[src/rtl/response_framer.sv]
// Frames a command response for a byte-wide UART: AA 55 cmd len_hi len_lo payload [checksum].
// Optional feature macro: RESP_CHECKSUM_EN appends the modulo-256 checksum byte.
module response_framer #(
    parameter int MAX_PAYLOAD_LEN = 256,
    parameter int ADDR_W          = 8
) (
    input  logic              clk,
    input  logic              rst_n,
    input  logic              req_valid,
    output logic              req_ready,
    input  logic [7:0]        req_cmd,
    input  logic [15:0]       req_len,
    output logic [ADDR_W-1:0] payload_rd_addr,
    input  logic [7:0]        payload_rd_data,
    output logic [7:0]        tx_data_in,
    output logic              tx_start,
    input  logic              tx_busy,
    output logic              frame_done,
    output logic              frame_error
);

    typedef enum logic [2:0] {
        S_IDLE  = 3'd0,
        S_LOAD  = 3'd1,
        S_FETCH = 3'd2,
        S_SEND  = 3'd3,
        S_GUARD = 3'd4,
        S_WAIT  = 3'd5
    } state_t;

    localparam logic [16:0] MAX_LEN = 17'(MAX_PAYLOAD_LEN);
`ifdef RESP_CHECKSUM_EN
    localparam logic [16:0] LAST_OFS = 17'd5;
`else
    localparam logic [16:0] LAST_OFS = 17'd4;
`endif

    state_t              state_r;
    state_t              state_next_s;
    logic [16:0]         idx_r;
    logic [16:0]         last_idx_r;
    logic [7:0]          cmd_r;
    logic [15:0]         len_r;
    logic [7:0]          tx_data_r;
    logic [ADDR_W-1:0]   addr_r;
    logic                ready_r;
    logic                tx_start_r;
    logic                frame_done_r;
    logic                frame_error_r;
    logic [16:0]         payload_end_s;
    logic                is_payload_s;
    logic                too_long_s;
    logic                accept_s;
    logic [7:0]          cur_byte_s;
`ifdef RESP_CHECKSUM_EN
    logic [7:0]          chk_r;
    logic                in_sum_s;
`endif

    assign req_ready       = ready_r;
    assign payload_rd_addr = addr_r;
    assign tx_data_in      = tx_data_r;
    assign tx_start        = tx_start_r;
    assign frame_done      = frame_done_r;
    assign frame_error     = frame_error_r;

    // Byte selection and next-state decode.
    always_comb begin
        state_next_s  = state_r;
        cur_byte_s    = 8'h00;
        payload_end_s = {1'b0, len_r} + 17'd5;
        is_payload_s  = (idx_r >= 17'd5) && (idx_r < payload_end_s);
        too_long_s    = ({1'b0, req_len} > MAX_LEN);
        accept_s      = req_valid && ready_r;
`ifdef RESP_CHECKSUM_EN
        in_sum_s      = (idx_r >= 17'd2) && (idx_r < payload_end_s);
`endif
        case (idx_r)
            17'd0:   cur_byte_s = 8'hAA;
            17'd1:   cur_byte_s = 8'h55;
            17'd2:   cur_byte_s = cmd_r;
            17'd3:   cur_byte_s = len_r[15:8];
            17'd4:   cur_byte_s = len_r[7:0];
            default: begin
`ifdef RESP_CHECKSUM_EN
                if (is_payload_s) begin
                    cur_byte_s = payload_rd_data;
                end else begin
                    cur_byte_s = chk_r;
                end
`else
                cur_byte_s = payload_rd_data;
`endif
            end
        endcase

        case (state_r)
            S_IDLE: begin
                if (accept_s && !too_long_s) begin
                    state_next_s = S_LOAD;
                end else begin
                    state_next_s = S_IDLE;
                end
            end
            S_LOAD: begin
                if (is_payload_s) begin
                    state_next_s = S_FETCH;
                end else begin
                    state_next_s = S_SEND;
                end
            end
            S_FETCH: state_next_s = S_SEND;
            S_SEND: begin
                if (!tx_busy) begin
                    state_next_s = S_GUARD;
                end else begin
                    state_next_s = S_SEND;
                end
            end
            // The UART needs a cycle to raise tx_busy after the strobe.
            S_GUARD: state_next_s = S_WAIT;
            S_WAIT: begin
                if (tx_busy) begin
                    state_next_s = S_WAIT;
                end else if (idx_r == last_idx_r) begin
                    state_next_s = S_IDLE;
                end else begin
                    state_next_s = S_LOAD;
                end
            end
            default: state_next_s = S_IDLE;
        endcase
    end

    // State, datapath and registered strobes.
    always_ff @(posedge clk) begin
        if (!rst_n) begin
            state_r       <= S_IDLE;
            idx_r         <= 17'd0;
            last_idx_r    <= 17'd0;
            cmd_r         <= 8'h00;
            len_r         <= 16'h0000;
            tx_data_r     <= 8'h00;
            addr_r        <= '0;
            ready_r       <= 1'b0;
            tx_start_r    <= 1'b0;
            frame_done_r  <= 1'b0;
            frame_error_r <= 1'b0;
`ifdef RESP_CHECKSUM_EN
            chk_r         <= 8'h00;
`endif
        end else begin
            state_r       <= state_next_s;
            ready_r       <= (state_next_s == S_IDLE);
            tx_start_r    <= 1'b0;
            frame_done_r  <= 1'b0;
            frame_error_r <= 1'b0;
            case (state_r)
                S_IDLE: begin
                    if (accept_s) begin
                        if (too_long_s) begin
                            frame_error_r <= 1'b1;
                        end else begin
                            cmd_r      <= req_cmd;
                            len_r      <= req_len;
                            idx_r      <= 17'd0;
                            last_idx_r <= {1'b0, req_len} + LAST_OFS;
`ifdef RESP_CHECKSUM_EN
                            chk_r      <= 8'h00;
`endif
                        end
                    end
                end
                S_LOAD: begin
                    if (is_payload_s) begin
                        addr_r <= ADDR_W'(idx_r - 17'd5);
                    end
                end
                S_SEND: begin
                    if (!tx_busy) begin
                        tx_data_r  <= cur_byte_s;
                        tx_start_r <= 1'b1;
`ifdef RESP_CHECKSUM_EN
                        if (in_sum_s) begin
                            chk_r <= chk_r + cur_byte_s;
                        end
`endif
                    end
                end
                S_WAIT: begin
                    if (!tx_busy) begin
                        if (idx_r == last_idx_r) begin
                            frame_done_r <= 1'b1;
                        end else begin
                            idx_r <= idx_r + 17'd1;
                        end
                    end
                end
                default: begin
                end
            endcase
        end
    end

endmodule

[config.mk]
export PLATFORM = sky130hd
export DESIGN_NAME = response_framer
export DESIGN_NICKNAME = d
export VERILOG_FILES = /design/src/rtl/response_framer.sv
export SDC_FILE = /design/constraint.sdc
export NUM_CORES = 1
export LEC_CHECK = 0
export CAP_MARGIN = 20
export CORE_ASPECT_RATIO = 1.2
export CORE_UTILIZATION = 54
export DETAILED_ROUTE_END_ITERATION = 12
export DONT_BUFFER_PORTS = 1
export PLACE_DENSITY_LB_ADDON = 0.05
export SLEW_MARGIN = 20
export SYNTH_ARGS = -nofsm -noshare
export SYNTH_HDL_FRONTEND = slang
export SYNTH_SLANG_ARGS = --single-unit
[constraint.sdc]
create_clock -name clk -period 6.2 [get_ports clk]
set_clock_uncertainty 0.15 [all_clocks]
set_input_delay 0.93 -clock clk [delete_from_list [all_inputs] [get_ports clk]]
set_output_delay 0.93 -clock clk [all_outputs]
set_load 0.02 [all_outputs]
After elaboration in Yosys (flattened, before gate mapping). Cells that the tools add are included.

Bitwise gates (word level): 4. Magnitude comparators: 3. Add/sub/neg operators: 4. Mux-type cells: 15. Equal/unequal tests: 14. Reductions and logical operators: 15. Multiply operators: 0. Divide/modulo/power cells: 0. Shift operators: 0.

Operators with widths (number): $mux W17 (4); $pmux W8 S5 (1); $add A16 B3 Y17 const B (2); $eq A17 B2 Y1 const B (2); $pmux W17 S2 (1); $pmux W3 S6 (1); $add A17 B1 Y17 const B (1); $eq A17 B1 Y1 const B (1); $eq A17 B17 Y1 (1); $eq A17 B3 Y1 const B (1); $ge A17 B3 Y1 const B (1); $logic_not A17 Y1 (1); $lt A17 B17 Y1 (1); $gt A16 B9 Y1 const B (1); $ne A2 B2 Y1 const B (4); $sub A8 B3 Y8 const B (1); $eq A3 B2 Y1 const B (2); $eq A3 B3 Y1 const B (2); $logic_not A3 Y1 (2); $mux W1 (6); $mux W3 (2); $reduce_and A2 Y1 (3); $reduce_and A3 Y1 (2); $reduce_and A5 Y1 (1); other kinds (6) (11).

Input port bits: 36. Bits in read-only memories: 0. Logic and storage cells: 66. Memory bits (writable): 0. Flip-flop bits (word level): 81. Bits in latches: 0. Output and inout port bits: 20. Memories: 0.

Depth between registers and ports, before layout.
Depth after elaboration: 6. Gate-level depth with buffers: 13. Gate-level depth less buffers: 12.

Least setup slack after synthesis. No wires, ideal clock.

Path type: flip-flop to flip-flop. Start point: reg, netlist name last_idx_r[1]. End point: reg addr_r[0], in the netlist payload_rd_addr[0]. Arrival: 2.764 ns. Cell stages (with the launch flop): 13. Slack: 3.215 ns. Clock period less this slack: 2.985 ns. Library setup time: 0.072 ns. Data required time: 5.978 ns. Buffers on the path: 1. Path through: dfxtp_1 -> ha_1 -> nor2_1 -> nor3b_1 -> nand3_1 -> xor2_1 -> ha_1 -> nand3_1 -> a211o_1 -> a2111oi_1 -> or3_1 -> buf_6 -> mux2i_1.

RTL lines: to (signal assigned) (line 176) `addr_r <= ADDR_W'(idx_r - 17'd5);`; to (decl) (line 45) `logic [ADDR_W-1:0] addr_r;`.

==> out/metrics.yaml <==
status: "finished clean"
wl_per_cell_um: 17.5
fin_crit_ps: 3530
p_comb_frac: 0.028
design_area_um2: 4630
place_hpwl_mm: 7.88
cp-start-kind: "register"
hold_depth: 2
drive_gt1_frac: 0.0485
hold_violations: 0
timing.final.ws_setup_ps: 2670
synth_top_family_by_area: "simple AND/OR/NAND/NOR gates"
grt_pass1_wl_mm: 17.0
antenna_left: 0
critical_path.startpoint: "last_idx_r[1]"
synth_edf_count: 0
wl_met3_um: 452
yosysUniqueCellTypes: 54
p_clk_frac: 0.427
syn_area_per_cell_um2: 8.40
crit_family: "simple AND/OR/NAND/NOR gates"
synth-seq-cells: 79
portBuffers: 0
dpl-instance-area_um2: 4420
rr_endpoint: "payload_rd_addr[2]"
initial_utilization: 0.554
cp-end-kind: "register"
post_cts_buffers: 0
sequentialPowerShare: 0.545
synth_mux_area_frac: 0.0202
path_cells: "ha_1, nor2_1, nor3b_1, nand3_1, xor2_1, ha_1, nand3_1, a211o_1, a2111oi_1, or3_1, mux2i_1"
synth_fa_ha_area_frac: 0.0700
drt-pass1-iter-count: 5
critPathMaxStageDelay_ps: 580
clockBufferDepth: 2
place_congestion: 0.841
syn_area_um2: 4470
slew_headroom: 0.300
finalSetupViolCount: 0
syn_inst: 532
irDropWorstVdd_uv: 152
path_max_fanout: 8
die_x_um: 85.1
grt.overflow.total: 0
drtIter0Drc: 143
grt_max_degree: 72
postLayoutCoreUtil: 0.574
ff2ff_path_depth: 11
arrival_ps: 3660
cap_violations: 0
power.density_nw_per_um2: 205
fmax_ghz: 0.283
worst_pin_slew_ps: 1050
die_area_um2: 8650
r2r_start: "last_idx_r[1]"
clkTransAtPathRegs_ps: 80
swShare: 0.208
finalSetupTns_ps: 0
endpoint: "payload_rd_addr[2]"
clock_latency_ps: 350
ioPinCount: 56
ys_seq_area_frac: 0.354
crit_required_ps: 6330
core-area_um2: 8060
p_leak_nw: 1.88
dr.max_layer_used: "met4"
power_w: 0.000946
timing.final.crit_share: 0.569
crit_type: "reg -> reg"
via_count: 3686
slowest_stage: "a2111oi_1"
cts_tree: "done"
netSwitchingPower_w: 0.000197
synth-xor-area-share: 0.0823
grtUsageTotal: 0.255
maxSlewViolCount: 0
path_buf_inv: 0
nets: 572
async_flop_share: 0
rsz0062_at_grt: "false"
r2r_slack_ps: 2670
htreeDepth: 3
cp.depth: 11
ctsResizeCount: 0
worstHoldPathType: "reg -> reg"
synth_nets: 593
row_count: 36
antenna_found_initial: 0
cts_root_buf: "clkbuf_8"
via_per_inst: 6.04
synth-main-ff-cell: "dfxtp_1"
synth_compound_area_frac: 0.181
grt_pass1_vias: 3371
area_growth_pct: 3.50
drc: 0
wirelength_mm: 10.7
die_y_um: 102
power.internal_w: 0.000749
cts.sinks: 79
synth_warnings: 0
diodes: 0
wl_met2_mm: 5.27
synth-simple-area-share: 0.239
cts_buffers: 9
dp_slack_ps: 2710
cts_hold_buf: 0
wirelength_met1_mm: 4.71
-- layout make-up --
cell class | instances | area [µm²]
Clock buffer | 12 | 135
Clock inverter | 3 | 68.8
Fill cell | 767 | 3440
Inverter | 15 | 56.3
Multi-Input combinational cell | 404 | 2650
Sequential cell | 79 | 1580
Tap cell | 95 | 119
Timing Repair Buffer | 2 | 15.0
-- power by group through the flow --
stage	Clock [W]	Combinational, W	Sequential [W]
after floorplan	0	0.0000270	0.000527
after global placement	0	0.0000263	0.000527
after detailed placement	0	0.0000268	0.000528
after CTS	0.000414	0.0000269	0.000516
after global routing	0.000436	0.0000297	0.000516
final	0.000404	0.0000264	0.000516
-- worst min path at each step --
stage                     slack [ps]        to      from
after floorplan                  280  cmd_r[0]  cmd_r[0]
after global placement           290  cmd_r[7]  cmd_r[7]
after detailed placement         300  cmd_r[1]  cmd_r[1]
after CTS                        310  cmd_r[1]  cmd_r[1]
after global routing             320  cmd_r[5]  cmd_r[5]
final                            300  cmd_r[1]  cmd_r[1]
-- worst min-delay path: stages, from the launching register on --
cell and delay (ps):
dfxtp_1 310, nand2_1 50, a21boi_1 50
-- routing by layer --
metal | vias to the layer above | GRT usage
li1 | 1839 | -
met1 | 1734 | 0.305
met2 | 89 | 0.457
met3 | 24 | 0.0522
met4 | 0 | 0.0847
met5 | - | 0
-- state kept, by name (all words and copies together), names as in the netlist --
| register | cells |
|---|---|
| len_r | 14 |
| frame_error | 1 |
| payload_rd_addr | 8 |
| frame_done | 1 |
| idx_r | 17 |
| req_ready | 1 |
| cmd_r | 8 |
| last_idx_r | 17 |
| tx_start | 1 |
| tx_data_in | 8 |
| state_r | 3 |
-- stage by stage --
step,std cells,hold WS [ps]
after floorplan,532,280
after global placement,595,290
after detailed placement,595,297
after CTS,610,305
after global routing,610,325
final,610,301
-- synthesized netlist by cell type, types with 7 or more instances --
cell type / instances / area share
nand3_1: 18 / 0.020
nor2_1: 33 / 0.028
xnor2_1: 19 / 0.037
o21ai_0: 19 / 0.021
nand4_1: 8 / 0.011
or3_1: 12 / 0.017
a21oi_1: 19 / 0.021
inv_1: 15 / 0.013
dfxtp_1: 79 / 0.35
xor2_1: 23 / 0.045
and3_1: 18 / 0.025
clkbuf_1: 18 / 0.015
a221oi_1: 7 / 0.014
nand2_1: 87 / 0.073
mux2i_1: 9 / 0.020
a21boi_1: 18 / 0.030
buf_2: 7 / 0.0078
ha_1: 25 / 0.070
-- cells in the final DEF (no fill, tap or decap), types with 12 or more instances in the layout --
cell type   n
xnor2_1    19
nor2_1     33
dfxtp_1    79
or3_1      12
o21ai_0    19
xor2_1     23
a21oi_1    19
ha_1       25
inv_1      15
nand3_1    18
a21boi_1   18
and3_1     18
nand2_1    87
-- logic make-up after synthesis --
logic type | after synthesis
AO/OA/AOI/OAI | 112
XOR/XNOR | 42
adder cells (fa/ha/maj) | 25
buffers and inverters | 49
flip-flops | 79
multiplexers | 9
AND/OR/NAND/NOR | 216
Power figures use the tool's default switching activity.
